[config.mk]
export PLATFORM = sky130hd
export DESIGN_NAME = cursor_pos_ctrl
export DESIGN_NICKNAME = d
export VERILOG_FILES = /design/src/rtl/cursor_pos_ctrl_pkg.sv /design/src/rtl/cursor_next_pos.sv /design/src/rtl/cursor_pos_ctrl.sv
export SDC_FILE = /design/constraint.sdc
export NUM_CORES = 1
export LEC_CHECK = 0
export BUFFER_PORTS_ARGS = -buffer_cell sky130_fd_sc_hd__buf_2
export CAP_MARGIN = 20
export CORE_ASPECT_RATIO = 0.6
export CORE_MARGIN = 5
export CORE_UTILIZATION = 60
export DETAILED_ROUTE_END_ITERATION = 12
export PLACE_DENSITY = 0.81
export SYNTH_ARGS = -nofsm -noshare
export SYNTH_HDL_FRONTEND = slang
export SYNTH_SLANG_ARGS = --single-unit
[constraint.sdc]
create_clock -name clock -period 7.7 [get_ports clock]
set_input_delay 1.925 -clock clock [delete_from_list [all_inputs] [get_ports clock]]
set_output_delay 1.925 -clock clock [all_outputs]
set_load 0.01 [all_outputs]
[src/rtl/cursor_pos_ctrl_pkg.sv]
// Common cursor/text definitions shared by the cursor position controller
// and its next-position logic: grid geometry, key codes, state encodings.
package cursor_pos_ctrl_pkg;

  localparam int CELL_W = 8;
  localparam int CELL_H = 12;
  localparam int COLS   = 40;
  localparam int ROWS   = 19;

  localparam int COL_W = 6;
  localparam int ROW_W = 5;
  localparam int PIX_W = 9;
  localparam int CNT_W = 5;

  localparam logic [2:0] KEY_RIGHT     = 3'd0;
  localparam logic [2:0] KEY_LEFT      = 3'd1;
  localparam logic [2:0] KEY_UP        = 3'd2;
  localparam logic [2:0] KEY_DOWN      = 3'd3;
  localparam logic [2:0] KEY_HOME      = 3'd4;
  localparam logic [2:0] KEY_NEWLINE   = 3'd5;
  localparam logic [2:0] KEY_BACKSPACE = 3'd6;
  localparam logic [2:0] KEY_ADVANCE   = 3'd7;

  // Bit 0 is set in every busy state, so blink/key_ready come straight off
  // one flop and cannot glitch on state transitions.
  typedef enum logic [1:0] {
    ST_IDLE   = 2'b00,
    ST_HIDE   = 2'b01,
    ST_SETTLE = 2'b11
  } state_t;

  function automatic logic [PIX_W-1:0] cell_x(input logic [COL_W-1:0] c);
    return PIX_W'(c) * PIX_W'(CELL_W);
  endfunction

  function automatic logic [PIX_W-1:0] cell_y(input logic [ROW_W-1:0] r);
    return PIX_W'(r) * PIX_W'(CELL_H);
  endfunction

endpackage

[src/rtl/cursor_next_pos.sv]
// Next cursor cell for a key command: all wrap and saturation rules live
// here. Purely combinational.
module cursor_next_pos
  import cursor_pos_ctrl_pkg::*;
(
  input  logic [COL_W-1:0] col,
  input  logic [ROW_W-1:0] row,
  input  logic [2:0]       key_code,
  output logic [COL_W-1:0] next_col,
  output logic [ROW_W-1:0] next_row,
  output logic             moved
);

  localparam logic [COL_W-1:0] COL_MAX = COL_W'(COLS - 1);
  localparam logic [ROW_W-1:0] ROW_MAX = ROW_W'(ROWS - 1);
  localparam logic [COL_W-1:0] COL_ONE = COL_W'(1);
  localparam logic [ROW_W-1:0] ROW_ONE = ROW_W'(1);

  // Apply the command to the current cell; the grid corners are sticky.
  always_comb begin
    next_col = col;
    next_row = row;
    case (key_code)
      KEY_RIGHT, KEY_ADVANCE: begin
        if (col != COL_MAX) begin
          next_col = col + COL_ONE;
        end else if (row != ROW_MAX) begin
          next_col = '0;
          next_row = row + ROW_ONE;
        end
      end
      KEY_LEFT, KEY_BACKSPACE: begin
        if (col != '0) begin
          next_col = col - COL_ONE;
        end else if (row != '0) begin
          next_col = COL_MAX;
          next_row = row - ROW_ONE;
        end
      end
      KEY_UP: begin
        if (row != '0) next_row = row - ROW_ONE;
      end
      KEY_DOWN: begin
        if (row != ROW_MAX) next_row = row + ROW_ONE;
      end
      KEY_HOME: begin
        next_col = '0;
      end
      KEY_NEWLINE: begin
        next_col = '0;
        if (row != ROW_MAX) next_row = row + ROW_ONE;
      end
      default: begin
        next_col = col;
        next_row = row;
      end
    endcase
    moved = (next_col != col) || (next_row != row);
  end

endmodule

[src/rtl/cursor_pos_ctrl.sv]
// Cursor position controller. Accepts key commands, hides the cursor at the
// old cell for HIDE_CYCLES (13..32, counter is 5 bits), publishes the new
// cell, waits two cycles for the drawer to pick it up, then re-enables blink.
//
// state  | meaning
// IDLE   | blink on, ready for a command
// HIDE   | blink off, old position still shown so the drawer can erase it
// SETTLE | blink off, new position shown, drawer copy catching up (2 cycles)
module cursor_pos_ctrl
  import cursor_pos_ctrl_pkg::*;
#(
  parameter int HIDE_CYCLES = 16
) (
  input  logic             clock,
  input  logic             reset,
  input  logic             key_valid,
  input  logic [2:0]       key_code,
  output logic             key_ready,
  output logic [COL_W-1:0] col,
  output logic [ROW_W-1:0] row,
  output logic [PIX_W-1:0] block_x,
  output logic [PIX_W-1:0] block_y,
  output logic             blink
);

  localparam logic [CNT_W-1:0] HIDE_LAST   = CNT_W'(HIDE_CYCLES - 1);
  localparam logic [CNT_W-1:0] SETTLE_LAST = CNT_W'(1);
  localparam logic [CNT_W-1:0] CNT_ONE     = CNT_W'(1);

  state_t           state;
  state_t           state_next;
  logic [CNT_W-1:0] cnt;
  logic [CNT_W-1:0] cnt_next;
  logic [COL_W-1:0] pend_col;
  logic [ROW_W-1:0] pend_row;
  logic [COL_W-1:0] next_col;
  logic [ROW_W-1:0] next_row;
  logic             moved;
  logic             load_pend;
  logic             load_pos;

  cursor_next_pos u_next_pos (
    .col      (col),
    .row      (row),
    .key_code (key_code),
    .next_col (next_col),
    .next_row (next_row),
    .moved    (moved)
  );

  // State and phase counter registers.
  always_ff @(posedge clock or negedge reset) begin
    if (!reset) begin
      state <= ST_IDLE;
      cnt   <= '0;
    end else begin
      state <= state_next;
      cnt   <= cnt_next;
    end
  end

  // Next-state, counter and load strobes; blink/ready decoded from state.
  always_comb begin
    state_next = state;
    cnt_next   = cnt;
    load_pend  = 1'b0;
    load_pos   = 1'b0;
    blink      = ~state[0];
    key_ready  = ~state[0];
    case (state)
      ST_IDLE: begin
        // A command that does not move the cursor is consumed silently.
        if (key_valid && moved) begin
          load_pend  = 1'b1;
          cnt_next   = '0;
          state_next = ST_HIDE;
        end
      end
      ST_HIDE: begin
        cnt_next = cnt + CNT_ONE;
        if (cnt == HIDE_LAST) begin
          load_pos   = 1'b1;
          cnt_next   = '0;
          state_next = ST_SETTLE;
        end
      end
      ST_SETTLE: begin
        cnt_next = cnt + CNT_ONE;
        if (cnt == SETTLE_LAST) begin
          cnt_next   = '0;
          state_next = ST_IDLE;
        end
      end
      default: begin
        cnt_next   = '0;
        state_next = ST_IDLE;
      end
    endcase
  end

  // Pending target and published position; all four outputs share one edge.
  always_ff @(posedge clock or negedge reset) begin
    if (!reset) begin
      pend_col <= '0;
      pend_row <= '0;
      col      <= '0;
      row      <= '0;
      block_x  <= '0;
      block_y  <= '0;
    end else begin
      if (load_pend) begin
        pend_col <= next_col;
        pend_row <= next_row;
      end
      if (load_pos) begin
        col     <= pend_col;
        row     <= pend_row;
        block_x <= cell_x(pend_col);
        block_y <= cell_y(pend_row);
      end
    end
  end

endmodule

==> flow_metrics.env, run 1 <==
export IMPL_syn_area_mm2=0.00330
export IMPL_crit_arrival_ps=4960
export IMPL_setup_viol=0
export IMPL_avgSynthCellArea_um2=8.32
export IMPL_setup_tns_ps=0
export IMPL_hpwl_um=6480
export IMPL_netlist_top_cells_area="dfrtp_1, ha_1, nand2_1"
export IMPL_ys_ff_latch=35
export IMPL_synth_main_ff_cell="dfrtp_1"
export IMPL_final_cell_count_no_fill=470
export IMPL_gp_congestion=1.05
export IMPL_drv_slew=0
export IMPL_hold_class="reg2reg"
export IMPL_grt_max_degree=36
export IMPL_ys_seq_area_share_pct=26.5
export IMPL_core_area_mm2=0.00520
export IMPL_post_cts_repair_setup_buffers=0
export IMPL_ys_warn_count=0
export IMPL_antenna_found_initial=0
export IMPL_port_buffers=31
export IMPL_min_period_ps=4790
export IMPL_power_density_mw_per_mm2=397
export IMPL_floorplan_initialDensity_pct=63.5
export IMPL_slew_headroom_pct=42.5
export IMPL_drc=0
export IMPL_p_leak_nw=1.64
export IMPL_pin_count=37
export IMPL_cts_hold_buf=0
export IMPL_holdWs_ps=475
export IMPL_fp_dieH_um=67.5
export IMPL_irDropWorstVdd_v=0.000237
export IMPL_htree_levels=2
export IMPL_cts_tree="done"
export IMPL_synthTopCellsByCount="nand2_1, dfrtp_1, nor2_1, o21ai_0, inv_1"
export IMPL_ant_nets=0
export IMPL_fin_skew_ps=6.37
export IMPL_path_class="in2reg"
export IMPL_crit_path_start_kind="input pin"
export IMPL_grt_pass1_vias=2762
export IMPL_area_growth_syn_to_layout_pct=4.88
export IMPL_worstMarginPinSlew_ps=860
export IMPL_num_antenna_cells=0
export IMPL_yosysTopAreaCell="dfrtp_1"
export IMPL_die_x_um=106
export IMPL_clk_pin_slew_ps=70
export IMPL_route_vias_total=3114
export IMPL_die_area_mm2=0.00714
export IMPL_grt_use_total_pct=25.9
export IMPL_drive_above_1_share_pct=17.6
export IMPL_drtIter0Drc=298
export IMPL_dp_worst_setup_slack_ps=2780
export IMPL_crit_path_end_kind="flip-flop"
export IMPL_required_ps=7870
export IMPL_fmax_mhz=209
export IMPL_yosysUniqueCellTypes=78
export IMPL_grt_setup_unrepaired="no"
export IMPL_synth_edf_count=0
export IMPL_clock_latency_ps=290
export IMPL_avgViaCountPerCell=6.63
export IMPL_cts_repair_resized=0
export IMPL_root_buffer="clkbuf_8"
export IMPL_firstDrtPassIters=5
export IMPL_totalWireLength_um=8970
export IMPL_hold_viol_final=0
export IMPL_cap_violations=0
export IMPL_status="complete, no violations"
export IMPL_period_share_pct=62.2
export IMPL_grt_overflow_total=0
export IMPL_clk_path_buf_depth=2
export IMPL_cts_inserted_buffers=5
export IMPL_setup_slack_ps=2910
export IMPL_path_max_fanout=25
export IMPL_rrSetupSlack_ps=3600
export IMPL_place_inst=461
export IMPL_netlist_area_leader_share_pct=26.5
export IMPL_grt_first_pass_wirelength_um=14500
export IMPL_rows=20
export IMPL_final_nets=427
export IMPL_syn_inst=397
export IMPL_clock_sinks=35
export IMPL_async_flop_share_pct=100
export IMPL_post_synth_top_count_cell="nand2_1"
export IMPL_wl_per_cell_um=19.1
final timing paths:
kind / start / to / cells past startpoint
min reg2reg: block_y[8]$_DFFE_PN0P_ / block_y[8]$_DFFE_PN0P_ / 2
min: block_y[8]$_DFFE_PN0P_ / block_y[8]$_DFFE_PN0P_ / 2
min in group asynchronous: reset / col[5]$_DFFE_PN0P_ / 1
max: key_code[2] / pend_row[1]$_DFFE_PN0P_ / 9
max reg2reg: row[0]$_DFFE_PN0P_ / pend_row[1]$_DFFE_PN0P_ / 9
max in group asynchronous: reset / row[4]$_DFFE_PN0P_ / 1
critical path: stages:
cell       delay [ps]
buf_2             320
or3_1             220
and2_0            380
o21ai_0           200
a311oi_1          460
o2111ai_1         220
nor4b_2           430
a211o_2           420
mux2_2            380
per-layer routing:
layer | share of wire, % | vias up | track usage, %
met2 | 39 | 201 | 35.8
li1 | - | 1443 | -
met3 | 12 | 9 | 7.07
met5 | 0 | - | 0
met4 | 0.43 | 0 | 4.52
met1 | 48 | 1461 | 40.1
power by group:
part	switching (mW)	total (mW)	internal, mW
registers	0.124	0.381	0.257
clock network	0.0662	0.148	0.0817
logic	0.503	0.848	0.345
kinds of logic (layout without fill, tap and decap cells):
family,count (synthesis),in the layout,synth area share [%]
and+or+nand+nor,144,144,24.2
DFF,35,35,26.5
AOI/OAI and AO/OA,111,111,23.7
adders and majority gates,19,19,7.35
xor gates and xnor gates,7,7,1.86
buffers and inverters,61,64,9.09
muxes,19,19,7.12
other,1,5,0.113
layout by cell type, fill, tap and decap left out, drive strengths merged, types with 15 or more instances in the layout:
| cell type | instances |
|---|---|
| dfrtp | 35 |
| nor2 | 26 |
| inv | 23 |
| nand2 | 48 |
| o21ai | 25 |
| mux2 | 15 |
| nand3 | 17 |
| buf | 33 |
| ha | 17 |
| a21oi | 18 |
final cells by class:
type,instances,area [um2]
multi-input cells,305,2140
fillers,437,1740
flip-flops and latches,35,876
repair buffers,33,178
clock buffers,8,100
inverters,23,86.3
well taps,66,82.6
sequential cells by signal, summed over array words and instances (netlist names):
| signal | count |
|---|---|
| pend_col | 6 |
| pend_row | 5 |
| cnt | 5 |
| state | 2 |
| row | 5 |
| col | 6 |
| block_y | 6 |
per-stage QoR:
step / power [mW] / utilization [%] / area, um2
detailed placement: 1.20 / 64.4 / 3350
finish: 1.38 / 66.6 / 3470
global placement: 1.18 / 64.4 / 3350
floorplan: 0.993 / - / 3320
global route: 1.48 / 66.6 / 3470
CTS: 1.35 / 66.3 / 3450
Power figures use the tool's default switching activity.
==> run 2: changes to the inputs <==
- CORE_UTILIZATION: 60 -> 54
- PLACE_DENSITY: 0.81 -> 0.77
- clock period: 7.7 -> 4.2 ns (I/O delays scaled with it)
==> flow_metrics.env, run 2 (synthesized netlist as in run 1, its figures left out) <==
export IMPL_grt_first_pass_wirelength_um=14200
export IMPL_totalWireLength_um=8520
export IMPL_path_class="reg2reg"
export IMPL_die_x_um=111
export IMPL_hold_start="block_y[4]$_DFFE_PN0P_"
export IMPL_critical_path_slowest_cell="dfrtp_1"
export IMPL_seq_power_share_pct=27.3
export IMPL_grt_use_total_pct=21.9
export IMPL_swShare_pct=49.8
export IMPL_drtIter0Drc=516
export IMPL_p_int_mw=1.25
export IMPL_slew_headroom_pct=32.1
export IMPL_grt_setup_unrepaired="no"
export IMPL_drc=0
export IMPL_hpwl_um=6280
export IMPL_path_max_fanout=13
export IMPL_cts_tree="done"
export IMPL_pwr_share_clk_pct=9.7
export IMPL_path_cells="inv_1 > ha_1 > nor4b_4 > nand2_2 > a221o_1 > a221oi_2 > a211oi_1 > nor4b_2 > a211o_2 > mux2_2"
export IMPL_post_cts_repair_setup_buffers=0
export IMPL_irDropWorstVdd_v=0.000335
export IMPL_clock_sinks=35
export IMPL_required_ps=4370
export IMPL_avgViaCountPerCell=6.40
export IMPL_fp_dieH_um=70.6
export IMPL_hold_viol_final=0
export IMPL_drv_slew=0
export IMPL_critical_path_max_stage_delay_ps=510
export IMPL_num_antenna_cells=0
export IMPL_final_nets=431
export IMPL_final_cell_count_no_fill=491
export IMPL_grt_overflow_total=0
export IMPL_fill_cells=518
export IMPL_route_vias_total=3140
export IMPL_setup_viol=0
export IMPL_power_switching_mw=1.24
export IMPL_min_period_ps=3750
export IMPL_htree_levels=2
export IMPL_grt_pass1_vias=2799
export IMPL_cts_hold_buf=0
export IMPL_combPwrFrac_pct=63.0
export IMPL_cts_inserted_buffers=5
export IMPL_hold_class="reg2reg"
export IMPL_worst_path_buf_inv=1
export IMPL_crit_family="compound AO/OA/AOI/OAI gates"
export IMPL_port_buffers=31
export IMPL_die_area_mm2=0.00784
export IMPL_rr_startpoint="col[0]$_DFFE_PN0P_"
export IMPL_crit_path_end_kind="flip-flop"
export IMPL_drive_above_1_share_pct=18.4
export IMPL_rows=22
export IMPL_setup_tns_ps=0
export IMPL_fmax_mhz=267
export IMPL_status="complete, no violations"
export IMPL_pin_count=37
export IMPL_gp_congestion=0.986
export IMPL_mostFrequentLayoutCells="nand2_1, dfrtp_1, buf_2"
export IMPL_crit_path_start_kind="flip-flop"
export IMPL_holdWs_ps=481
export IMPL_grt_max_degree=36
export IMPL_cts_repair_resized=0
export IMPL_startpoint="col[0]$_DFFE_PN0P_"
export IMPL_ant_nets=0
export IMPL_clk_path_buf_depth=2
export IMPL_wl_per_cell_um=17.4
export IMPL_clock_latency_ps=280
export IMPL_place_inst=484
export IMPL_fin_skew_ps=9.28
export IMPL_power_density_mw_per_mm2=714
export IMPL_p_leak_nw=1.65
export IMPL_largest_registers="block_y x6, col x6, pend_col x6"
export IMPL_clk_pin_slew_ps=70
export IMPL_core_area_mm2=0.00603
export IMPL_floorplan_initialDensity_pct=54.8
export IMPL_root_buffer="clkbuf_8"
export IMPL_cap_violations=0
export IMPL_antenna_found_initial=0
export IMPL_firstDrtPassIters=8
export IMPL_worstMarginPinSlew_ps=1020
export IMPL_layout_commonest_cell="nand2_1"
export IMPL_crit_arrival_ps=3920
export IMPL_area_growth_syn_to_layout_pct=5.87
export IMPL_period_share_pct=89.3
-- run 2: cell count changes in the layout (fill, tap and decap cells not counted), sizes merged --
cell / previous run / this run
buf: 33 / 37
clkbuf: 8 / 6
clkinv: 0 / 1
-- run 2: area by class of cell --
class	count	area, um2	share of cell area, %
Sequential cell	35	876	25.0
Inverter	23	86.3	2.47
Clock buffer	6	82.6	2.36
Multi-Input combinational cell	305	2140	61.3
Tap cell	84	105	3.00
Timing Repair Buffer	37	200	5.72
Clock inverter	1	5.00	0.143
-- run 2: through the flow --
stage          util [%]  worst slack [ps]  area (um2)  power [mW]
3_3_place_gp       56.6               409        3410        2.19
3_5_place_dp       56.6               277        3410        2.21
6_report           58.0               448        3500        2.50
5_1_grt            58.0               204        3500        2.70
2_1_floorplan         -               867        3320        1.82
4_1_cts            58.0               500        3500        2.46
-- run 2: layer usage --
| metal | part of all wire [%] | GRT usage, % | wire length [um] |
|---|---|---|---|
| met1 | 48 | 34.2 | 4080 |
| met2 | 38 | 28.4 | 3240 |
| met3 | 13 | 8.46 | 1120 |
| met4 | 1.0 | 3.83 | 88 |
| met5 | 0 | 0 | 0 |
-- run 2: worst paths after layout --
kind / to / slack (ps) / cells after the start
max: pend_row[1]$_DFFE_PN0P_ / 450 / 10
min: block_y[4]$_DFFE_PN0P_ / 480 / 2
max reg2reg: pend_row[1]$_DFFE_PN0P_ / 450 / 10
min reg2reg: block_y[4]$_DFFE_PN0P_ / 480 / 2
max in group asynchronous: block_y[8]$_DFFE_PN0P_ / 2880 / 1
min in group asynchronous: col[2]$_DFFE_PN0P_ / 830 / 1
-- run 2: power groups by stage --
stage	logic, mW	clock network, mW	registers, mW
finish	1.57	0.242	0.683
global route	1.73	0.262	0.711
CTS	1.53	0.248	0.679
detailed placement	1.52	0	0.685
global placement	1.52	0	0.674
floorplan	1.20	0	0.619
-- run 2: tightest hold or removal path, cell delays in order, from the launching register on --
cell and delay (ps):
dfrtp_1 340, nand2_1 40, o21ai_0 60
